===== src/rtl/uart_rx_core.sv =====
// UART receive datapath: 16x oversampled deserialiser for 5-8 data bits,
// optional even parity and 1-3 stop bits, with a one-cycle valid pulse.
module uart_rx_core #(
    parameter int unsigned TOP_CLK_FREQ_HZ = 32'd50_000_000
) (
    input  logic       clk_i,
    input  logic       rst_ni,
    input  logic       rx_i,
    input  logic       enable_i,
    input  logic [1:0] baud_sel_i,
    input  logic       parity_en_i,
    input  logic [1:0] stop_cfg_i,
    input  logic [1:0] data_cfg_i,
    output logic [7:0] rx_data_o,
    output logic       rx_valid_o,
    output logic       parity_err_o,
    output logic       frame_err_o,
    output logic       busy_o
);

    localparam logic [2:0] ST_IDLE   = 3'd0;
    localparam logic [2:0] ST_START  = 3'd1;
    localparam logic [2:0] ST_DATA   = 3'd2;
    localparam logic [2:0] ST_PARITY = 3'd3;
    localparam logic [2:0] ST_STOP   = 3'd4;

    // Rounded divisor from system clock to 16x the baud rate.
    function automatic logic [15:0] div_for(input logic [31:0] baud);
        logic [31:0] quot;
        quot = (TOP_CLK_FREQ_HZ + (baud << 3)) / (baud << 4);
        return quot[15:0];
    endfunction

    // Nonzero when the data bits plus the received bit do not have even parity.
    function automatic logic even_parity_err(input logic [7:0] data, input logic par_bit);
        return (^data) ^ par_bit;
    endfunction

    localparam logic [15:0] DIV_9600   = div_for(32'd9600);
    localparam logic [15:0] DIV_19200  = div_for(32'd19200);
    localparam logic [15:0] DIV_115200 = div_for(32'd115200);
    localparam logic [15:0] DIV_256000 = div_for(32'd256000);

    logic        rx_meta_r, rx_sync_r, rx_prev_r;
    logic [2:0]  state_r, state_nxt_s;
    logic [15:0] div_r, div_sel_s, tick_cnt_r;
    logic [3:0]  os_cnt_r, os_target_s;
    logic        tick_s, sample_s, fall_s, start_s;
    logic [2:0]  bit_cnt_r, data_n_r;
    logic [1:0]  stop_cnt_r, stop_n_r;
    logic        par_en_r;
    logic [7:0]  shift_r, aligned_s;
    logic        par_err_acc_r, frame_err_acc_r;
    logic        last_data_s, last_stop_s;
    logic [7:0]  rx_data_r;
    logic        rx_valid_r, parity_err_r, frame_err_r, busy_r;

    // Two-flop synchroniser plus previous-value register for edge detection.
    always_ff @(posedge clk_i or negedge rst_ni) begin
        if (!rst_ni) begin
            rx_meta_r <= 1'b1;
            rx_sync_r <= 1'b1;
            rx_prev_r <= 1'b1;
        end else begin
            rx_meta_r <= rx_i;
            rx_sync_r <= rx_meta_r;
            rx_prev_r <= rx_sync_r;
        end
    end

    // Divisor lookup for the currently selected baud rate.
    always_comb begin
        div_sel_s = DIV_9600;
        case (baud_sel_i)
            2'd0:    div_sel_s = DIV_9600;
            2'd1:    div_sel_s = DIV_19200;
            2'd2:    div_sel_s = DIV_115200;
            2'd3:    div_sel_s = DIV_256000;
            default: div_sel_s = DIV_9600;
        endcase
    end

    // Tick/sample qualifiers; the start bit is sampled after half a bit, all others after a full bit.
    always_comb begin
        fall_s      = rx_prev_r & ~rx_sync_r;
        start_s     = enable_i & fall_s & (state_r == ST_IDLE);
        tick_s      = (tick_cnt_r == (div_r - 16'd1));
        os_target_s = (state_r == ST_START) ? 4'd7 : 4'd15;
        sample_s    = tick_s & (os_cnt_r == os_target_s);
        last_data_s = (bit_cnt_r == data_n_r);
        last_stop_s = (stop_cnt_r == stop_n_r);
        aligned_s   = shift_r >> (3'd7 - data_n_r);
    end

    // Next-state logic; dropping enable aborts from any state.
    always_comb begin
        state_nxt_s = state_r;
        if (!enable_i) begin
            state_nxt_s = ST_IDLE;
        end else begin
            case (state_r)
                ST_IDLE: begin
                    if (fall_s) state_nxt_s = ST_START;
                    else        state_nxt_s = ST_IDLE;
                end
                ST_START: begin
                    if (sample_s) state_nxt_s = rx_sync_r ? ST_IDLE : ST_DATA;
                    else          state_nxt_s = ST_START;
                end
                ST_DATA: begin
                    if (sample_s && last_data_s) state_nxt_s = par_en_r ? ST_PARITY : ST_STOP;
                    else                         state_nxt_s = ST_DATA;
                end
                ST_PARITY: begin
                    if (sample_s) state_nxt_s = ST_STOP;
                    else          state_nxt_s = ST_PARITY;
                end
                ST_STOP: begin
                    if (sample_s && last_stop_s) state_nxt_s = ST_IDLE;
                    else                         state_nxt_s = ST_STOP;
                end
                default: state_nxt_s = ST_IDLE;
            endcase
        end
    end

    // State register and busy flag.
    always_ff @(posedge clk_i or negedge rst_ni) begin
        if (!rst_ni) begin
            state_r <= ST_IDLE;
            busy_r  <= 1'b0;
        end else begin
            state_r <= state_nxt_s;
            busy_r  <= (state_nxt_s != ST_IDLE);
        end
    end

    // Oversample counters, held at zero in IDLE so bit phase follows the start edge.
    always_ff @(posedge clk_i or negedge rst_ni) begin
        if (!rst_ni) begin
            tick_cnt_r <= 16'd0;
            os_cnt_r   <= 4'd0;
        end else if (state_r == ST_IDLE) begin
            tick_cnt_r <= 16'd0;
            os_cnt_r   <= 4'd0;
        end else begin
            tick_cnt_r <= tick_s ? 16'd0 : (tick_cnt_r + 16'd1);
            if (tick_s) begin
                os_cnt_r <= sample_s ? 4'd0 : (os_cnt_r + 4'd1);
            end
        end
    end

    // Frame configuration latch, deserialiser, error accumulation and output registers.
    always_ff @(posedge clk_i or negedge rst_ni) begin
        if (!rst_ni) begin
            div_r           <= 16'd0;
            par_en_r        <= 1'b0;
            data_n_r        <= 3'd7;
            stop_n_r        <= 2'd0;
            bit_cnt_r       <= 3'd0;
            stop_cnt_r      <= 2'd0;
            shift_r         <= 8'd0;
            par_err_acc_r   <= 1'b0;
            frame_err_acc_r <= 1'b0;
            rx_data_r       <= 8'd0;
            rx_valid_r      <= 1'b0;
            parity_err_r    <= 1'b0;
            frame_err_r     <= 1'b0;
        end else begin
            rx_valid_r <= 1'b0;
            if (start_s) begin
                div_r           <= div_sel_s;
                par_en_r        <= parity_en_i;
                data_n_r        <= {1'b1, data_cfg_i};
                stop_n_r        <= (stop_cfg_i == 2'd3) ? 2'd0 : stop_cfg_i;
                bit_cnt_r       <= 3'd0;
                stop_cnt_r      <= 2'd0;
                par_err_acc_r   <= 1'b0;
                frame_err_acc_r <= 1'b0;
            end else if (enable_i && sample_s) begin
                case (state_r)
                    ST_DATA: begin
                        shift_r   <= {rx_sync_r, shift_r[7:1]};
                        bit_cnt_r <= bit_cnt_r + 3'd1;
                    end
                    ST_PARITY: begin
                        par_err_acc_r <= even_parity_err(aligned_s, rx_sync_r);
                    end
                    ST_STOP: begin
                        frame_err_acc_r <= frame_err_acc_r | ~rx_sync_r;
                        stop_cnt_r      <= stop_cnt_r + 2'd1;
                        if (last_stop_s) begin
                            rx_valid_r   <= 1'b1;
                            rx_data_r    <= aligned_s;
                            parity_err_r <= par_err_acc_r;
                            frame_err_r  <= frame_err_acc_r | ~rx_sync_r;
                        end
                    end
                    default: begin
                    end
                endcase
            end
        end
    end

    assign rx_data_o    = rx_data_r;
    assign rx_valid_o   = rx_valid_r;
    assign parity_err_o = parity_err_r;
    assign frame_err_o  = frame_err_r;
    assign busy_o       = busy_r;

endmodule


===== config.mk =====
export PLATFORM = sky130hd
export DESIGN_NAME = uart_rx_core
export DESIGN_NICKNAME = d
export VERILOG_FILES = /design/src/rtl/uart_rx_core.sv
export SDC_FILE = /design/constraint.sdc
export NUM_CORES = 1
export LEC_CHECK = 0
export CAP_MARGIN = 20
export CORE_MARGIN = 5
export CORE_UTILIZATION = 36
export CTS_BUF_LIST = sky130_fd_sc_hd__clkbuf_4
export DETAILED_ROUTE_END_ITERATION = 10
export MAX_ROUTING_LAYER = met4
export PLACE_DENSITY = 0.49
export RECOVER_POWER = 25
export SLEW_MARGIN = 20
export SYNTH_ARGS = -nofsm -noshare
export SYNTH_HDL_FRONTEND = slang
export SYNTH_SLANG_ARGS = --single-unit

===== constraint.sdc =====
create_clock -name clk_i -period 4.2 [get_ports clk_i]
set_input_delay 1.05 -clock clk_i [delete_from_list [all_inputs] [get_ports clk_i]]
set_output_delay 1.05 -clock clk_i [all_outputs]
set_load 0.005 [all_outputs]

Word-level counts from Yosys, hierarchy flattened
Cells that the tools add are included.

operators by class
  multiplexer cells = 33
  add/subtract/negate cells = 6
  reduce and logical (&&, ||, !) cells = 17
  equality and inequality tests = 12
  bitwise gates (word level) = 8
  shift-type cells = 1

operators with widths
  kind                                                count
  one-hot mux 16 bit (4 select lines)                 1
  two-way mux 16 bit                                  2
  two-way mux 3 bit                                   8
  adder 16 x 1 -> 16 bit, second input constant       1
  == test 16 bit                                      1
  two-way mux 4 bit                                   4
  subtractor 16 x 1 -> 16 bit, second input constant  1
  one-hot mux 3 bit (5 select lines)                  1
  two-way mux 2 bit                                   6
  two-way mux 1 bit                                   11
  nonzero test 2 bit                                  5
  XOR reduction 8 bit                                 1
  right shift 8 x 3 -> 8 bit                          1
  == test 2 bit, second input constant                3
  == test 3 x 2 -> 1 bit, second input constant       2
  AND reduction 2 bit                                 3
  adder 4 x 1 -> 4 bit, second input constant         1
  bitwise AND 1 bit                                   4
  == test 4 bit                                       1
  AND reduction 4 bit                                 1
  adder 3 x 1 -> 3 bit, second input constant         1
  == test 3 x 1 -> 1 bit, second input constant       1
  == test 3 bit                                       1
  == test 3 bit, second input constant                1
  12 further kinds                                    15

storage, ports and cells
  bits of input ports = 11
  output and inout port bits = 12
  logic and storage cells = 97
  bits in registers = 74

Depth between registers and ports, before layout
  depth after elaboration = 9
  depth in mapped cells = 12
  mapped depth without buffers = 9

Worst setup path before layout
OpenSTA, ideal clock, no wires.

  path type = reg-to-reg
  start = register div_r[0]
  end = register frame_err_r, in the netlist frame_err_o
  period minus slack after synthesis = 2,705 ps
  buffers on the path = 1
  path slack = 1,495 ps
  library setup time = 125 ps
  required time = 4,075 ps
  arrival = 2,580 ps
  cell stages (with the launch flop) = 11
  path through = dfrtp_1 -> inv_1 -> ha_1 -> nand2b_1 -> a21oi_1 -> a311o_1 -> a221oi_4 -> nand4_2 -> or3_4 -> buf_6 -> mux2_4

between the ends
  word-level cells in the longest chain between the ends = 5

ends and longest elaborated chain
  what                                  line  text
  start, declared                       46    logic [15:0] div_r, div_sel_s, tick_cnt_r;
  start signal, assigned                173   div_r <= div_sel_s;
  subtractor 16 x 1 -> 16 bit           87    tick_s = (tick_cnt_r == (div_r - 16'd1));
  == test 16 bit                        87
  bitwise AND 1 bit                     89    sample_s = tick_s & (os_cnt_r == os_target_s);
  logical AND 1 bit                     181   end else if (enable_i && sample_s) begin
  AND reduction 4 bit (no source line)  -
  end signal, assigned                  197   frame_err_r <= frame_err_acc_r | ~rx_sync_r;
  end, declared                         56    logic rx_valid_r, parity_err_r, frame_err_r, busy_r;

No other way between the ends.
A chain may end at the register's enable or synchronous reset.

Final worst setup path
  start = register div_r[0]
  end = register rx_data_r[5], in the netlist rx_data_o[5]

between the ends
  word-level cells in the longest chain between the ends = 5

ends and longest elaborated chain
  what                                  line  text
  subtractor 16 x 1 -> 16 bit           87
  == test 16 bit                        87
  bitwise AND 1 bit                     89
  logical AND 1 bit                     181
  AND reduction 4 bit (no source line)  -
  end signal, assigned                  195   rx_data_r <= aligned_s;
  end, declared                         55    logic [7:0] rx_data_r;

No other way between the ends.

==> metrics.md <==
| Metric | Value |
|---|---|
| Outcome | complete, no violations |
| Synth top area cells | dfrtp_1 (42%), xor2_1 (4.7%), nand2_1 (4.4%) |
| Post-Route WL | 7.25 mm |
| Post-CTS resize count | 0 |
| CTS tree | built |
| DR pass1 iterations | 4 |
| Combinational share of power | 15.1% |
| Post-synth EDFFs | 0 |
| Min Tclk post-route | 3.16 ns |
| CTS H-tree depth | 3 |
| Maxcap violations | 0 |
| Fillers | 981 |
| Final setup fails | 0 |
| Area leader, netlist | dfrtp_1 |
| Clock power frac | 31.6% |
| Vias/cell | 4.79 |
| Area grow syn2layout | 13.4% |
| Worst Clk Skew | 0.0254 ns |
| Commonest non-fill, non-tap cell in the layout | dfrtp_1 |
| Num CTS Buffers | 9 |
| Routed len/inst | approximately 14 µm |
| Post-DRT Antenna Nets | 0 |
| Psw | 388 µW |
| Crit path kind | flop to flop |
| Die W | 109 µm |
| Initial core utilization | 36.6% |
| GRT Total Usage | 13.9% |
| Worst vdd ir | between 0.1 and 0.15 mV |
| Non-filler cells, final | roughly 510 |
| Vias in the first global route | 2,478 |
| Final Cycle Share | 75.3% |
| CP Max Fanout | 14 |
| Most frequent cells in the layout | dfrtp_1 (60), nand2_1 (42), nor2_1 (36) |
| Pwr Density | approximately 330 mW/mm² |
| Arrival time at the worst endpoint | 3.47 ns |
| Count of cell types in the netlist | 54 |
| F_max | ~0.32 GHz |
| Critical Path RT | approximately 4.5 ns |
| Initial DRC Count | about 100 |
| Fraction of registers with async set/reset | 100% |
| Ports | 23 |
| Core ar. | 0.00968 mm² |
| Relative slew slack | 27.9% |
| Setup crit start kind | flop |
| Max-slew violations | 0 |
| FF+latch area | 0.00163 mm² |
| Cts hold-fix bufs | 0 |
| Clock latency at the later pin of the worst-skew pair | slightly above 0.4 ns |
| Sequential share of power | 53.3% |
| I/O Buffers | 22 |
| Flops & latches, synth | 65 |
| Slowest cell delay on critical path | 0.61 ns |
| Setup TNS | 0 ns |
| Syn_area_per_cell | between 10 and 15 µm² |
| GP Congestion | 0.810 |
| Placed cells | 491 |
| Slowest cell on the critical path | or3_4 |
| Die Y | roughly 110 µm |
| Clk slew on worst S/H paths | 0.12 ns |
| Via count | 2,432 |
| Sink Count | 65 |
| Synth top area share | between 40% and 50% |
| CP cell instances | inv_1, ha_1, nand2b_1, a21oi_1, a311o_1, a221oi_4, nand4_2, or3_4, mux2_4 |
| RSZ-0062 raised after global routing | false |
| Crit path capture type | flop |
| Multi-input logic area | approximately 0.0018 mm² |
| Mapped Cells | 345 |
| Bufs on Longest Clock Path | 2 |
| Post-Syn Nets | 365 |
| Die Area | roughly 0.012 mm² |
| Internal Pwr Total | roughly 930 µW |
| Hold Path Class | flop to flop |
| Initial antenna violation count | 1 |
| Synth warn | 0 |
| Dpl hpwl | 5.28 mm |
| Clk root buf | clkbuf_4 |
| Remaining DRCs | 0 |
| GRT overflow | 0 |
| Leak pwr | 1.81 nW |
| Post-synthesis sequential area ratio | 46.0% |
| Switching Share | 29.4% |
| Largest net degree at the start of global routing | 29 |
| Tightest Pin Transition | 1.08 ns |
| Ys flop type | dfrtp_1 |
| First-pass GRT wire length | 12.5 mm |
| Mapped Area | 0.00355 mm² |
| Hold Violations, Final | 0 |
| Nets | 389 |
| Postcts setup bufs | 0 |
| Row Count | 36 |
| Layout cells sized above 1 | 12.8% |
[state kept, by name, indices dropped and copies added, names as in the netlist, 2 cells and up]
signal and cells:
div_r 7, os_cnt_r 4, state_r 3, stop_n_r 2
tick_cnt_r 16, rx_data_o 8, data_n_r 2, stop_cnt_r 2
shift_r 8, bit_cnt_r 3
[power by group through the flow]
stage / Combinational, mW / Clock (mW) / Sequential, mW
floorplan: 0.168 / 0 / 0.690
global placement: 0.201 / 0 / 0.716
detailed placement: 0.203 / 0 / 0.717
CTS: 0.204 / 0.434 / 0.705
global route: 0.226 / 0.462 / 0.711
finish: 0.200 / 0.417 / 0.703
[synthesized netlist by cell type, drive strengths merged (6+ instances only)]
library cell / number
xor2: 19
nand2: 42
nand4: 8
nand2b: 7
inv: 11
o21ai: 14
mux2i: 12
nor2: 36
mux2: 17
dfrtp: 60
nor3: 7
nand3: 15
ha: 9
clkbuf: 7
and3: 6
xnor2: 18
[critical path: cells and delay by family, from the launching register on]
kind,cells,cell delay [ns]
adder cells (fa/ha/maj),1,0.25
buffers and inverters,1,0.07
AO/OA/AOI/OAI,3,0.88
multiplexers,1,0.32
AND/OR/NAND/NOR,3,1.14
flip-flops,1,0.41
[through the flow]
stage	cell area, µm²	setup slack (ns)	hold slack [ns]	total power, mW	util, %
after floorplan	3550	1.49	0.345	0.859	-
final	4020	1.04	0.403	1.32	41.5
after global placement	3890	1.12	0.348	0.917	40.2
after CTS	4030	1.03	0.402	1.34	41.6
after detailed placement	3890	1.03	0.353	0.920	40.2
after global routing	4020	0.845	0.397	1.40	41.5
[worst paths after layout]
path                            startpoint            end  slack, ns  cells after the start
worst max-delay path              div_r[0]   rx_data_o[5]       1.04                      9
worst min-delay path             rx_meta_r      rx_sync_r       0.40                      0
worst max register to register    div_r[0]   rx_data_o[5]       1.04                      9
worst min register to register   rx_meta_r      rx_sync_r       0.40                      0
max in group asynchronous           rst_ni  tick_cnt_r[1]       1.90                      2
min in group asynchronous           rst_ni  par_err_acc_r       0.78                      1
[area by class of cell]
cell class / count / area share (%)
diodes: 1 / 0.0622
clock buffers: 10 / 1.87
clock inverters: 6 / 1.49
inverters: 11 / 1.03
multi-input cells: 257 / 45.0
flip-flops and latches: 65 / 40.6
well taps: 133 / 4.14
repair buffers: 25 / 5.79
[kinds of logic (layout without fill, tap and decap cells)]
| kind of cell | after synthesis | after routing | synth area share, % |
|---|---|---|---|
| buf+inv | 23 | 52 | 2.89 |
| flops | 65 | 65 | 46.0 |
| mux | 31 | 31 | 10.8 |
| simple gates | 143 | 143 | 20.5 |
| other cells | 0 | 1 | 0 |
| compound gates | 37 | 37 | 7.44 |
| fa+ha+maj | 9 | 9 | 3.17 |
| xor+xnor | 37 | 37 | 9.14 |
[per-layer routing]
layer	share of wire [%]	global-route usage (%)
met1	52	19.4
met2	44	20.0
met3	1.8	2.37
met4	1.7	5.34
met5	0	-
Note: power is estimated with default switching activity, not from simulation.
